<file path="src/rtl/seq_alu_pkg.sv">
// rtl/seq_alu_pkg.sv - shared opcodes, FSM states and width default for seq_alu
// The DIV state only exists when SEQ_ALU_DIV_EN is defined.
package seq_alu_pkg;

    localparam int DEFAULT_WIDTH = 8;

    typedef enum logic [2:0] {
        OP_ADD = 3'b000,
        OP_SUB = 3'b001,
        OP_MUL = 3'b010,
        OP_REM = 3'b011,
        OP_DIV = 3'b100
    } op_t;

`ifdef SEQ_ALU_DIV_EN
    typedef enum logic [1:0] {
        S_IDLE,
        S_MUL,
        S_DIV,
        S_DONE
    } state_t;
`else
    typedef enum logic [1:0] {
        S_IDLE,
        S_MUL,
        S_DONE
    } state_t;
`endif

    function automatic logic isDivOp(input logic [2:0] s);
        return (s == OP_REM) || (s == OP_DIV);
    endfunction

endpackage

</file>
<file path="src/rtl/seq_alu_divider.sv">
// rtl/seq_alu_divider.sv - iterative restoring divider, one quotient bit per clock
// Used by seq_alu only when SEQ_ALU_DIV_EN is defined.
module seq_alu_divider #(
    parameter int WIDTH = 8
) (
    input  logic             clk,
    input  logic             rst,
    input  logic             start,
    input  logic [WIDTH-1:0] dividend,
    input  logic [WIDTH-1:0] divisor,
    output logic             lastIter,
    output logic [WIDTH-1:0] quotient,
    output logic [WIDTH-1:0] remainder
);

    localparam int CNT_W = $clog2(WIDTH);

    logic [WIDTH-1:0] dvs;
    logic [CNT_W-1:0] cnt;
    logic             active;
    logic [WIDTH:0]   trial;
    logic [WIDTH:0]   diff;

    // The dividend is shifted out of the quotient register MSB-first as quotient bits enter.
    assign trial    = {remainder, quotient[WIDTH-1]};
    assign diff     = trial - {1'b0, dvs};
    assign lastIter = active && (cnt == CNT_W'(WIDTH - 1));

    always_ff @(posedge clk or posedge rst) begin
        if (rst) begin
            dvs       <= '0;
            cnt       <= '0;
            active    <= 1'b0;
            quotient  <= '0;
            remainder <= '0;
        end else if (start) begin
            dvs       <= divisor;
            cnt       <= '0;
            active    <= 1'b1;
            quotient  <= dividend;
            remainder <= '0;
        end else if (active) begin
            if (trial >= {1'b0, dvs}) begin
                remainder <= diff[WIDTH-1:0];
                quotient  <= {quotient[WIDTH-2:0], 1'b1};
            end else begin
                remainder <= trial[WIDTH-1:0];
                quotient  <= {quotient[WIDTH-2:0], 1'b0};
            end
            cnt <= cnt + 1'b1;
            if (lastIter)
                active <= 1'b0;
        end
    end

endmodule

</file>
<file path="src/rtl/seq_alu.sv">
// rtl/seq_alu.sv - sequential ALU: add/sub in one step, shift-add mul, optional restoring div
// rem/div are built only with SEQ_ALU_DIV_EN; otherwise they report as reserved opcodes.
module seq_alu
    import seq_alu_pkg::*;
#(
    parameter int WIDTH = DEFAULT_WIDTH
) (
    input  logic               clk,
    input  logic               rst,
    input  logic               start,
    input  logic [WIDTH-1:0]   num1,
    input  logic [WIDTH-1:0]   num2,
    input  logic [2:0]         sel,
    output logic               busy,
    output logic               done,
    output logic [2*WIDTH-1:0] result,
    output logic               zeroFlag,
    output logic               divByZeroFlag,
    output logic               errFlag
);

    localparam int CNT_W = $clog2(WIDTH);

    state_t             state;
    logic [WIDTH-1:0]   opA;
    logic [WIDTH-1:0]   opB;
    logic [2:0]         opSel;
    logic [2*WIDTH-1:0] acc;
    logic [2*WIDTH-1:0] mcand;
    logic [WIDTH-1:0]   mplier;
    logic [CNT_W-1:0]   cnt;
    logic               accept;
    logic [2*WIDTH-1:0] finResult;
    logic               finDbz;
    logic               finErr;

    assign accept = start && !busy;

`ifdef SEQ_ALU_DIV_EN
    logic             divStart;
    logic             divLast;
    logic [WIDTH-1:0] divQuo;
    logic [WIDTH-1:0] divRem;

    assign divStart = accept && isDivOp(sel) && (num2 != '0);

    seq_alu_divider #(.WIDTH(WIDTH)) uDivider (
        .clk       (clk),
        .rst       (rst),
        .start     (divStart),
        .dividend  (num1),
        .divisor   (num2),
        .lastIter  (divLast),
        .quotient  (divQuo),
        .remainder (divRem)
    );
`endif

    // Values committed to the outputs when leaving S_DONE.
    always_comb begin
        finResult = '0;
        finDbz    = 1'b0;
        finErr    = 1'b0;
        case (opSel)
            OP_ADD: finResult = {{WIDTH{1'b0}}, opA} + {{WIDTH{1'b0}}, opB};
            OP_SUB: finResult = {{WIDTH{1'b0}}, opA} - {{WIDTH{1'b0}}, opB};
            OP_MUL: finResult = acc;
`ifdef SEQ_ALU_DIV_EN
            OP_REM: begin
                if (opB == '0) finDbz = 1'b1;
                else           finResult = {{WIDTH{1'b0}}, divRem};
            end
            OP_DIV: begin
                if (opB == '0) finDbz = 1'b1;
                else           finResult = {{WIDTH{1'b0}}, divQuo};
            end
`endif
            default: finErr = 1'b1;
        endcase
    end

    always_ff @(posedge clk or posedge rst) begin
        if (rst) begin
            state         <= S_IDLE;
            busy          <= 1'b0;
            done          <= 1'b0;
            result        <= '0;
            zeroFlag      <= 1'b0;
            divByZeroFlag <= 1'b0;
            errFlag       <= 1'b0;
            opA           <= '0;
            opB           <= '0;
            opSel         <= '0;
            acc           <= '0;
            mcand         <= '0;
            mplier        <= '0;
            cnt           <= '0;
        end else begin
            done <= 1'b0;
            case (state)
                S_IDLE: begin
                    if (accept) begin
                        opA    <= num1;
                        opB    <= num2;
                        opSel  <= sel;
                        busy   <= 1'b1;
                        acc    <= '0;
                        mcand  <= {{WIDTH{1'b0}}, num1};
                        mplier <= num2;
                        cnt    <= '0;
                        if (sel == OP_MUL)
                            state <= S_MUL;
`ifdef SEQ_ALU_DIV_EN
                        else if (isDivOp(sel) && (num2 != '0))
                            state <= S_DIV;
`endif
                        else
                            state <= S_DONE;
                    end
                end
                S_MUL: begin
                    if (mplier[0])
                        acc <= acc + mcand;
                    mcand  <= mcand << 1;
                    mplier <= mplier >> 1;
                    cnt    <= cnt + 1'b1;
                    if (cnt == CNT_W'(WIDTH - 1))
                        state <= S_DONE;
                end
`ifdef SEQ_ALU_DIV_EN
                S_DIV: begin
                    if (divLast)
                        state <= S_DONE;
                end
`endif
                S_DONE: begin
                    result        <= finResult;
                    zeroFlag      <= (finResult == '0);
                    divByZeroFlag <= finDbz;
                    errFlag       <= finErr;
                    done          <= 1'b1;
                    busy          <= 1'b0;
                    state         <= S_IDLE;
                end
                default: state <= S_IDLE;
            endcase
        end
    end

endmodule

</file>
<file path="config.mk">
export PLATFORM = sky130hd
export DESIGN_NAME = seq_alu
export DESIGN_NICKNAME = d
export VERILOG_FILES = /design/src/rtl/seq_alu_pkg.sv /design/src/rtl/seq_alu_divider.sv /design/src/rtl/seq_alu.sv
export SDC_FILE = /design/constraint.sdc
export NUM_CORES = 1
export LEC_CHECK = 0
export BUFFER_PORTS_ARGS = -buffer_cell sky130_fd_sc_hd__buf_2
export CAP_MARGIN = 30
export CELL_PAD_IN_SITES_DETAIL_PLACEMENT = 1
export CELL_PAD_IN_SITES_GLOBAL_PLACEMENT = 2
export CORE_MARGIN = 2
export CORE_UTILIZATION = 37
export CTS_CLUSTER_DIAMETER = 150
export DETAILED_ROUTE_END_ITERATION = 12
export GPL_TIMING_DRIVEN = 0
export PLACE_DENSITY_LB_ADDON = 0.1
export SLEW_MARGIN = 15
export SYNTH_ARGS = -nofsm -noshare
export SYNTH_HDL_FRONTEND = slang
export SYNTH_SLANG_ARGS = --single-unit
</file>
<file path="constraint.sdc">
create_clock -name clk -period 3.2 [get_ports clk]
set_input_delay 0.32 -clock clk [delete_from_list [all_inputs] [get_ports clk]]
set_output_delay 0.32 -clock clk [all_outputs]
set_load 0.01 [all_outputs]
</file>
== Word-level counts from Yosys, hierarchy flattened ==
Cells that the tools add are included.

* Add/sub/neg operators: 4
* Eq/ne operators: 9
* Mux-type cells: 18
* Reductions and logical operators: 13

{| class="wikitable"
|+ Operator list
! kind !! number
|-
| $pmux W16 S2 || 2
|-
| $mux W16 || 3
|-
| $pmux W16 S3 || 1
|-
| $add A16 B16 Y16 || 1
|-
| $logic_not A16 Y1 || 1
|-
| $pmux W8 S2 || 1
|-
| $add A8 B8 Y9 || 1
|-
| $sub A8 B8 Y9 || 1
|-
| $mux W8 || 1
|-
| $reduce_and A2 Y1 || 4
|-
| $eq A3 B2 Y1 const B || 2
|-
| $mux W2 || 3
|-
| $ne A2 B2 Y1 const B || 3
|-
| $pmux W3 S2 || 1
|-
| $pmux W2 S2 || 1
|-
| $reduce_bool A2 Y1 || 2
|-
| $add A3 B1 Y3 const B || 1
|-
| $eq A3 B1 Y1 const B || 1
|-
| $eq A3 B3 Y1 const B || 1
|-
| $logic_not A3 Y1 || 1
|-
| $mux W1 || 3
|-
| $mux W3 || 1
|-
| $reduce_and A3 Y1 || 1
|-
| $reduce_or A3 Y1 || 1
|-
| other kinds (6) || 6
|}

* Flip-flop bits (word level): 84
* Input port bits: 22
* Output and inout bits: 21

== Longest topological paths before layout ==
Gate-level depths: netlist of the first run.

* Word-level depth: 4
* Gate-level depth with buffers: 10
* Depth with buffers taken out: 10

== Worst setup path before layout of the first run ==
Ideal clock, no wire load.

* Kind: register -> register
* Start: register opA[0]
* End: register zeroFlag
* Data arrival time: 2,462 ps
* Slack: 635 ps
* Stages on the path, launching flop included: 11
* Buffers on the path: 0
* Cell sequence: dfrtp_1 -> inv_1 -> ha_1 -> fa_1 -> nand2b_4 -> o2bb2ai_2 -> o31a_1 -> o2111ai_4 -> and4bb_1 -> o2111ai_1 -> o41ai_2

* Longest elaborated chain between the ends: 3

{| class="wikitable"
|+ RTL lines
! what !! RTL line !! RTL
|-
| start, declared || seq_alu.sv:25 || <nowiki>logic [WIDTH-1:0] opA;</nowiki>
|-
| start signal, assigned || seq_alu.sv:103 || <nowiki>opA <= num1;</nowiki>
|-
| $sub A8 B8 Y9 / $add A8 B8 Y9 (equally long branches) || seq_alu.sv:66, seq_alu.sv:65 ||
|-
| $pmux W16 S3 (*) || seq_alu.sv:64 || <nowiki>case (opSel)</nowiki>
|-
| $logic_not A16 Y1 (*) || seq_alu.sv:138 || <nowiki>zeroFlag <= (finResult == '0);</nowiki>
|-
| end signal, assigned || seq_alu.sv:138 ||
|-
| end, declared || seq_alu.sv:17 || <nowiki>output logic zeroFlag,</nowiki>
|}

Mark *: on every way between the ends. The rest lies on a longest branch, timed or not.
A chain may end at the register's enable or synchronous reset.

== Worst setup path after layout of the first run ==
* Start: register opB[0]
* End: register zeroFlag

* Longest elaborated chain between the ends: 3

{| class="wikitable"
|+ RTL lines
! what !! RTL line !! RTL
|-
| start, declared || seq_alu.sv:26 || <nowiki>logic [WIDTH-1:0] opB;</nowiki>
|-
| start signal, assigned || seq_alu.sv:104 || <nowiki>opB <= num2;</nowiki>
|-
| $sub A8 B8 Y9 / $add A8 B8 Y9 (equally long branches) || seq_alu.sv:66, seq_alu.sv:65 ||
|-
| $pmux W16 S3 (*) || seq_alu.sv:64 ||
|-
| $logic_not A16 Y1 (*) || seq_alu.sv:138 ||
|}

Marks and branches as above.

==> out/summary.txt, run 1 <==
drt first pass iters: 4
total track usage: 0.212
Setup CP Type: flip-flop to flip-flop
row cnt: 41
Final Critical Period: 2.95 ns
Starting Density: 0.381
fin crit share: 0.922
Final Instance Area: 5580 um^2
delay of the slowest cell on the worst path: 0.43 ns
Mapped Area: 4830 um^2
Routed WL: 13800 um
fmax: 339 MHz
area occupied by multi-input gates: 2490 um^2
Die X: 118 um
Mapped Cells: 533
Worst Hold Class: input pin to asynchronous set/reset pin
WHS: 0.0487 ns
total clock sinks: 84
Chip Height: 118 um
GRT overflow: 0
most frequent cell after synthesis: nand2_1
clock-pin slew on the worst setup and hold paths: 0.07 ns
CP endpoint kind: flip-flop
Root Buffer: clkbuf_16
CTS tree: yes
GP Congestion: 0.845
Slew @ Worst Pin: 0.697 ns
Layout fillers: 1534
synth-to-layout area growth: 15.6%
Avg Inst Size Synth: 9.06 um^2
Post-route DRC: 0
Mapped Nets: 592
YS warnings: 0
final net count: 646
normalized max-slew margin: 0.531
# resized after CTS: 0
Die ar.: 14000 um^2
routed len/inst: 18.1 um
Pwr Density: 427 nW/um^2
global-route wire length before repair: 23100 um
Post-synth EDFFs: 0
Synth Register Bits: 84
Post-CTS Setup Bufs: 0
Antenna Cells: 0
top post-synthesis cells by area: dfrtp_1 44%, nand2_1 11%, ha_1 8.8%
Arrival @ worst endpoint: 3.18 ns
largest net degree at the start of global routing: 45
max-slew violations: 0
register area share after synthesis: 0.435
Clock Path Buffers: 2
core footprint: 12700 um^2
RSZ-0062 raised after global routing: no
via count: 4004
Synth top area share: 0.435
IO Count: 43
FF+latch area: 2100 um^2
Post-synth top cells: 139 x nand2_1, 84 x dfrtp_1, 42 x o21ai_0, 34 x ha_1, 28 x nand3_1
Synth Flop Type: dfrtp_1
DP HPWL: 10600 um
initial antenna violation count: 0
Buffers on Ports: 41
TritonCTS buffer count: 9
worst-path cell chain: ha_1 > fa_1 > nand2b_4 > o2bb2ai_2 > o31a_1 > o2111ai_4 > and4bb_1 > o2111ai_1 > o41ai_2
DP Area: 5280 um^2
biggest area consumer among synthesized cells: dfrtp_1
Yosys cell types: 60
H-tree depth: 3
outcome: complete, no violations
final hold violations: 0
First DRT Iteration DRCs: 180
Post-CTS Hold Buffers: 0
ys async rst share: 1.00
Routed Antenna Nets: 0
Worst Setup Start Kind: flip-flop
vias in the first global route: 4268
Setup TNS: 0 ns
layout cells sized above 1: 0.135
CP bufs+invs: 0
VDD IR-drop max: 225 uV
Final setup viols: 0
clock latency on the worst-skew pair: 0.35 ns
Setup Skew: 0.0124 ns
worst endpoint required time: 3.43 ns
crit-path leading delay family: compound AO/OA/AOI/OAI gates
Slowest-stage cell, CP: dfrtp_1
Max Cap Violations: 0
Lkg Pwr: 0.00269 uW
vias per cell: 5.24
Max FO, Critical Path: 9
[cells in the final DEF (no fill, tap or decap), types with 3 or more instances in the layout]
| master | instances |
|---|---|
| o31ai_1 | 5 |
| a21oi_1 | 21 |
| nand2_1 | 139 |
| nor3_1 | 7 |
| fa_1 | 3 |
| clkbuf_8 | 7 |
| xnor2_1 | 9 |
| mux2i_1 | 4 |
| nand2b_1 | 4 |
| dfrtp_1 | 84 |
| ha_1 | 34 |
| a31oi_1 | 11 |
| buf_2 | 43 |
| clkbuf_1 | 17 |
| nor2b_1 | 4 |
| a21o_1 | 12 |
| nand3_1 | 28 |
| inv_1 | 18 |
| nor2_1 | 22 |
| o21ai_0 | 42 |
| nor3b_1 | 4 |
| nor4_1 | 3 |
| clkbuf_16 | 9 |
| xor2_1 | 9 |
[kinds of logic (layout without fill, tap and decap cells)]
group,count (synthesis),in the layout,synth area share
adder cells (fa/ha/maj),37,37,0.101
multiplexers,6,6,0.0130
buffers and inverters,43,102,0.0482
XOR/XNOR,18,18,0.0327
AO/OA/AOI/OAI,118,118,0.163
flip-flops,84,84,0.435
AND/OR/NAND/NOR,226,226,0.207
other,1,1,0.000777
[power breakdown]
group	internal (uW)	switching [uW]	leakage [uW]	total, uW
clock	610	429	0.000152	1040
sequential	1080	16.3	0.000925	1090
combinational	103	146	0.00161	249
[metal layers]
layer  routed length [um]  vias to the layer above  part of all wire  track usage
met5                    0                        -                 0            0
met4                  165                        0             0.012       0.0512
met3                  346                       14             0.025       0.0362
met2                 6460                       46              0.47        0.343
met1                 6880                     1998              0.50        0.296
li1                     -                     1946                 -            -
[state kept, by name, summed over array words and instances, names as in the netlist]
signal / flops
errFlag: 1
zeroFlag: 1
acc: 16
mplier: 8
mcand: 16
cnt: 3
opB: 8
done: 1
busy: 1
result: 16
state: 2
opA: 8
opSel: 3
[worst reg2reg max path, cell delays in order, from the launching register on]
cell	delay, ns
dfrtp_1	0.43
ha_1	0.22
fa_1	0.41
nand2b_4	0.17
o2bb2ai_2	0.13
o31a_1	0.32
o2111ai_4	0.36
and4bb_1	0.25
o2111ai_1	0.15
o41ai_2	0.39
[area by class of cell]
type	count	share of cell area
flip-flops and latches	84	0.377
clock inverters	3	0.00336
repair buffers	43	0.0426
well taps	172	0.0385
plain buffers	24	0.0289
inverters	19	0.0132
multi-input cells	406	0.447
clock buffers	13	0.0502
[metrics by stage]
stage          instances  power (uW)  utilization  worst slack [ns]
2_1_floorplan        533        1280            -             0.635
3_3_place_gp         746        1350        0.414            -0.481
3_5_place_dp         748        1360        0.417             0.296
4_1_cts              764        2420        0.441             0.255
5_1_grt              764        2490        0.441            0.0996
6_report             764        2380        0.441             0.249
[path summary, 6_finish.rpt]
kind                            from        end  slack [ns]  depth (start not counted)
min in group clk             num1[5]     opA[5]        0.19                          3
hold / removal                   rst     opA[3]        0.05                          2
setup / recovery              opB[0]   zeroFlag        0.25                          9
hold reg to reg            result[3]  result[3]        0.47                          2
max in group asynchronous        rst  mcand[15]        2.52                          3
setup reg to reg              opB[0]   zeroFlag        0.25                          9
Note: power is estimated with default switching activity, not from simulation.
==> run 2, diff against run 1 <==
--- a/config.mk
+++ b/config.mk
@@ -14,8 +14,9 @@
 export CTS_CLUSTER_DIAMETER = 150
 export DETAILED_ROUTE_END_ITERATION = 12
 export GPL_TIMING_DRIVEN = 0
-export PLACE_DENSITY_LB_ADDON = 0.1
+export PLACE_DENSITY_LB_ADDON = 0.3
 export SLEW_MARGIN = 15
 export SYNTH_ARGS = -nofsm -noshare
 export SYNTH_HDL_FRONTEND = slang
+export SYNTH_HIERARCHICAL = 1
 export SYNTH_SLANG_ARGS = --single-unit
==> out/summary.txt, run 2 <==
Die ar.: 14000 um^2 (unchanged)
Final Critical Period: 2.92 ns (-0.0304 ns)
global-route wire length before repair: 22500 um (-2.5%)
DR top layer: met4
Critical Path Source: opB[0]
H-tree depth: 3 (unchanged)
final net count: 646 (unchanged)
RR Startpoint: opB[0]
ys async rst share: 1.00 (unchanged)
final hold violations: 0 (unchanged)
Logic pwr share: 0.104 (about the same)
Arrival @ worst endpoint: 3.16 ns (-0.02 ns)
row cnt: 41 (unchanged)
Mapped Cells: 533 (unchanged)
setup ws final: 0.279 ns (+0.0304 ns)
Buffers on Ports: 41 (unchanged)
Setup Skew: 0.0100 ns (-0.00233 ns)
largest net degree at the start of global routing: 62 (+38%)
Post-Place Worst Slack: 0.290 ns (-0.00658 ns)
fmax: 342 MHz (+1.0%)
most frequent cells in the layout: 139 x nand2_1, 84 x dfrtp_1, 42 x o21ai_0, 42 x buf_2, 34 x ha_1
Die X: 118 um (unchanged)
Clock power frac: 0.443 (+0.007)
Routed WL: 13600 um (-1.7%)
worst endpoint required time: 3.44 ns (about the same)
vias per cell: 5.23 (-0.22%)
clock-pin slew on the worst setup and hold paths: 0.07 ns (about the same)
commonest non-fill, non-tap cell in the layout: nand2_1
TritonCTS buffer count: 9 (unchanged)
Layout fillers: 1521 (-0.85%)
Worst Setup Start Kind: flip-flop
Psw: 618 uW (+4.5%)
Synth Flop Type: dfrtp_1
GP Congestion: 0.836 (-1.1%)
Slew @ Worst Pin: 0.722 ns (+0.0251 ns)
area occupied by multi-input gates: 2500 um^2 (+0.25%)
Non-Filler Instances: 764 (unchanged)
top flop regs: acc x16, mcand x16, result x16
Synth top area share: 0.435 (unchanged)
CTS tree: yes
top post-synthesis cells by area: dfrtp_1 44%, nand2_1 11%, ha_1 8.8%
YS warnings: 6 (+6)
Max Cap Violations: 0 (unchanged)
Chip Height: 118 um (unchanged)
normalized max-slew margin: 0.514 (-0.0169)
Slowest-stage cell, CP: dfrtp_1
Worst Hold Class: input pin to flip-flop
crit-path leading delay family: compound AO/OA/AOI/OAI gates
Clock Path Buffers: 2 (unchanged)
worst-path cell chain: ha_1 > fa_1 > nand2b_4 > o2bb2ai_2 > o31a_1 > o2111ai_4 > and4bb_1 > o2111ai_1 > o41ai_2
Synth Register Bits: 84 (unchanged)
vias in the first global route: 4271 (+0.070%)
routed wl met3: 392 um (+13%)
max-slew violations: 0 (unchanged)
Max FO, Critical Path: 9 (unchanged)
Avg Inst Size Synth: 9.06 um^2 (unchanged)
drt first pass iters: 4 (unchanged)
most frequent cell after synthesis: nand2_1
RSZ-0062 raised after global routing: no
layout cells sized above 1: 0.135 (unchanged)
final core utilization: 0.441 (+0.000889)
First DRT Iteration DRCs: 201 (+12%)
IO Count: 43 (unchanged)
internal power: 1790 uW (about the same)
via count: 3995 (-0.22%)
DP HPWL: 10600 um (+0.14%)
Post-route DRC: 0 (unchanged)
register area share after synthesis: 0.435 (unchanged)
total clock sinks: 84 (unchanged)
GRT overflow: 0 (unchanged)
register share of total power: 0.453 (-0.006)
clock latency on the worst-skew pair: 0.35 ns (about the same)
Mapped Area: 4830 um^2 (unchanged)
HP Start: sel[1]
Root Buffer: clkbuf_16
FF+latch area: 2100 um^2 (unchanged)
VDD IR-drop max: 262 uV (+17%)
CP endpoint kind: flip-flop
synth-to-layout area growth: 15.9%
total track usage: 0.204 (-0.00839)
outcome: complete, no violations
fin crit share: 0.913 (-0.00950)
Pwr Density: 431 nW/um^2 (+0.97%)
Final setup viols: 0 (unchanged)
CP bufs+invs: 0 (unchanged)
Setup CP Type: flip-flop to flip-flop
M1 wire length: 6510 um (-5.3%)
WL met2: 6500 um (+0.74%)
Lkg Pwr: 0.00268 uW (-0.17%)
Yosys cell types: 60 (unchanged)
routed len/inst: 17.8 um (-1.7%)
core footprint: 12700 um^2 (unchanged)
Post-synth top cells: 139 x nand2_1, 84 x dfrtp_1, 42 x o21ai_0, 34 x ha_1, 28 x nand3_1
delay of the slowest cell on the worst path: 0.44 ns (about the same)
Sw Ratio: 0.256 (+0.00807)
initial antenna violation count: 0 (unchanged)
Cells after DPL: 747 (-0.13%)
Post-synth EDFFs: 0 (unchanged)
Routed Antenna Nets: 0 (unchanged)
biggest area consumer among synthesized cells: dfrtp_1
Antenna Cells: 0 (unchanged)
# resized after CTS: 0 (unchanged)
Starting Density: 0.381 (unchanged)
Mapped Nets: 592 (unchanged)
-- run 2: cell count changes in the layout (fill, tap and decap cells not counted) --
| cell | before | now |
|---|---|---|
| clkbuf_8 | 7 | 3 |
| clkinvlp_4 | 0 | 1 |
| buf_2 | 43 | 42 |
| nor4b_1 | 1 | 0 |
| inv_6 | 0 | 3 |
| nor4b_2 | 0 | 1 |
| dlygate4sd3_1 | 0 | 1 |
| bufinv_16 | 0 | 1 |
| clkinv_4 | 1 | 0 |
-- run 2: final cells by class --
cell class              instances  area share
flip-flops and latches         84       0.376
clock inverters                 7      0.0132
inverters                      19      0.0132
repair buffers                 43      0.0434
clock buffers                   9      0.0403
well taps                     172      0.0385
multi-input cells             406       0.447
plain buffers                  24      0.0289
-- run 2: power groups by stage --
stage / registers, uW / clock network, uW / logic [uW]
finish: 1090 / 1070 / 250
global route: 1090 / 1130 / 278
CTS: 1090 / 1100 / 253
detailed placement: 1110 / 0 / 251
global placement: 1110 / 0 / 240
floorplan: 1110 / 0 / 177
-- run 2: routing by layer --
layer  global-route usage  vias to the layer above
met3               0.0372                       12
met5                    0                        -
met2                0.336                       47
met4               0.0572                        0
li1                     -                     1959
met1                0.274                     1977
-- run 2: worst paths after layout --
path	to	slack (ns)	depth (start not counted)
worst max-delay path	zeroFlag	0.28	9
worst max register to register	zeroFlag	0.28	9
max in group asynchronous	result[8]	2.11	4
worst min-delay path	opSel[1]	0.20	3
worst min register to register	result[3]	0.47	2
min in group asynchronous	mplier[2]	0.49	3
-- run 2: worst min-delay path: cells and delay by family --
kind	cells	cell delay, ns
buf+inv	1	0.09
simple gates	2	0.12
-- run 2: cell families (layout without fill, tap and decap cells) --
group | after synthesis | count (layout) | share of synthesized area
buf+inv | 43 | 102 | 0.0482
mux | 6 | 6 | 0.0130
flops | 84 | 84 | 0.435
other cells | 1 | 1 | 0.000777
simple gates | 226 | 226 | 0.207
xor+xnor | 18 | 18 | 0.0327
fa+ha+maj | 37 | 37 | 0.101
compound gates | 118 | 118 | 0.163
-- run 2: metrics by stage --
stage | TNS [ns] | cell area (um^2) | hold slack [ns] | total power, uW
final | 0 | 5590 | 0.204 | 2410
after global routing | 0 | 5590 | 0.217 | 2500
after floorplan | 0 | 4830 | 0.425 | 1280
after detailed placement | 0 | 5290 | 0.318 | 1360
after global placement | -26.07 | 5250 | 0.458 | 1350
after CTS | 0 | 5590 | 0.205 | 2440
-- run 2: repair_timing --
item,CTS,global route
hold endpoints to repair,23,0
setup buffers,0,0
hold buffers,1,0
==> run 3, diff against run 2 <==
--- a/config.mk
+++ b/config.mk
@@ -5,7 +5,7 @@
 export SDC_FILE = /design/constraint.sdc
 export NUM_CORES = 1
 export LEC_CHECK = 0
-export BUFFER_PORTS_ARGS = -buffer_cell sky130_fd_sc_hd__buf_2
+export BUFFER_PORTS_ARGS = -buffer_cell sky130_fd_sc_hd__buf_4
 export CAP_MARGIN = 30
 export CELL_PAD_IN_SITES_DETAIL_PLACEMENT = 1
 export CELL_PAD_IN_SITES_GLOBAL_PLACEMENT = 2
==> out/summary.txt, run 3 (same netlist as run 2, synthesis figures left out) <==
outcome: complete, no violations
H-tree depth: 3 (unchanged)
Post-route DRC: 0 (unchanged)
routed len/inst: 17.8 um (about the same)
TritonCTS buffer count: 9 (unchanged)
GP Congestion: 0.852 (+1.9%)
Lkg Pwr: 0.00271 uW (+0.87%)
synth-to-layout area growth: 18.5%
normalized max-slew margin: 0.525 (+0.0103)
delay of the slowest cell on the worst path: 0.41 ns (-0.03 ns)
DP HPWL: 10700 um (+0.44%)
Clock Path Buffers: 2 (unchanged)
Slew @ Worst Pin: 0.707 ns (-0.0154 ns)
fin crit share: 0.892 (-0.0204)
RSZ-0062 raised after global routing: no
CP endpoint kind: flip-flop
via count: 4028 (+0.83%)
layout cells sized above 1: 0.135 (unchanged)
First DRT Iteration DRCs: 180 (-10%)
FF+latch area: 2100 um^2 (unchanged)
Die X: 118 um (unchanged)
IO Count: 43 (unchanged)
global-route wire length before repair: 22600 um (+0.12%)
Slowest-stage cell, CP: fa_1
fmax: 350 MHz (+2.3%)
Worst R2R Setup Slack: 0.34 ns (+0.07 ns)
final net count: 646 (unchanged)
most frequent cells in the layout: 139 x nand2_1, 84 x dfrtp_1, 42 x o21ai_0, 42 x buf_4, 34 x ha_1
Worst Hold Class: input pin to flip-flop
Routed WL: 13600 um (about the same)
row cnt: 41 (unchanged)
Setup Skew: 0.00696 ns (-0.00307 ns)
max-slew violations: 0 (unchanged)
clock-pin slew on the worst setup and hold paths: 0.06 ns (about the same)
worst endpoint required time: 3.44 ns (about the same)
Pwr Density: 437 nW/um^2 (+1.4%)
Post-CTS Setup Bufs: 0 (unchanged)
Die ar.: 14000 um^2 (unchanged)
Post-Place Worst Slack: 0.356 ns (+0.0663 ns)
Antenna Cells: 0 (unchanged)
Buffers on Ports: 41 (unchanged)
Layout fillers: 1502 (-1.2%)
final hold violations: 0 (unchanged)
clock latency on the worst-skew pair: 0.34 ns (about the same)
total power: 2500 uW (+3.7%)
GRT overflow: 0 (unchanged)
Routed Antenna Nets: 0 (unchanged)
CTS tree: yes
Arrival @ worst endpoint: 3.10 ns (-0.06 ns)
vias in the first global route: 4224 (-1.1%)
Setup TNS: 0 ns (unchanged)
Worst Setup Start Kind: flip-flop
worst-path cell chain: inv_1 > ha_1 > fa_1 > nand2b_4 > o2bb2ai_2 > o31a_1 > o2111ai_4 > and4bb_1 > o2111ai_1 > o41ai_2
commonest non-fill, non-tap cell in the layout: nand2_1
top flop regs: acc x16, mcand x16, result x16
largest net degree at the start of global routing: 63 (+1.6%)
Max Cap Violations: 0 (unchanged)
Final Critical Period: 2.86 ns (-0.0654 ns)
area occupied by multi-input gates: 2500 um^2 (unchanged)
drt first pass iters: 4 (unchanged)
Final setup viols: 0 (unchanged)
DP Area: 5390 um^2 (+1.9%)
setup ws final: 0.345 ns (+0.0654 ns)
VDD IR-drop max: 282 uV (+7.8%)
total track usage: 0.206 (+0.00190)
core footprint: 12700 um^2 (unchanged)
Chip Height: 118 um (unchanged)
initial antenna violation count: 0 (unchanged)
Root Buffer: clkbuf_16
vias per cell: 5.27 (+0.83%)
Setup CP Type: flip-flop to flip-flop
total clock sinks: 84 (unchanged)
Starting Density: 0.381 (unchanged)
Max FO, Critical Path: 9 (unchanged)
Final Instance Area: 5720 um^2 (+2.3%)
-- run 3: what timing repair did --
item / CTS / global route
resized for setup: 0 / 0
hold endpoints to repair: 22 / 0
hold buffers: 1 / 0
endpoints found under the setup margin: 0 / 0
-- run 3: power by group --
part	switching, uW	total (uW)	internal, uW
clock network	463	1150	688
logic	145	257	112
registers	14.7	1090	1080
-- run 3: per-stage QoR --
step           utilization  hold slack, ns  instances
2_1_floorplan            -           0.425        533
5_1_grt              0.451           0.209        764
3_3_place_gp         0.422           0.463        746
6_report             0.451           0.197        764
4_1_cts              0.451           0.187        764
3_5_place_dp         0.425           0.321        747
-- run 3: metal layers --
| layer | wire (um) | track usage |
|---|---|---|
| met3 | 330 | 0.0352 |
| met5 | 0 | 0 |
| met4 | 180 | 0.0617 |
| met1 | 6530 | 0.277 |
| met2 | 6560 | 0.339 |
-- run 3: worst paths after layout --
check,endpoint,startpoint,cells past startpoint
max in group asynchronous,result[0],rst,4
hold reg to reg,errFlag,errFlag,2
min in group asynchronous,mplier[3],rst,3
hold / removal,opSel[0],sel[0],3
setup / recovery,zeroFlag,opA[0],10
setup reg to reg,zeroFlag,opA[0],10
-- run 3: worst max-delay path: cells and delay by family, from the launching register on --
family / cells / cell delay [ns]
compound gates: 5 / 1.28
fa+ha+maj: 2 / 0.62
buf+inv: 1 / 0.08
flops: 1 / 0.36
simple gates: 2 / 0.41
-- run 3: area by class of cell --
type | count | share of cell area
Clock buffer | 9 | 0.0394
Buffer | 24 | 0.0282
Timing Repair Buffer | 43 | 0.0604
Multi-Input combinational cell | 406 | 0.437
Clock inverter | 7 | 0.0171
Tap cell | 172 | 0.0376
Sequential cell | 84 | 0.367
Inverter | 19 | 0.0129
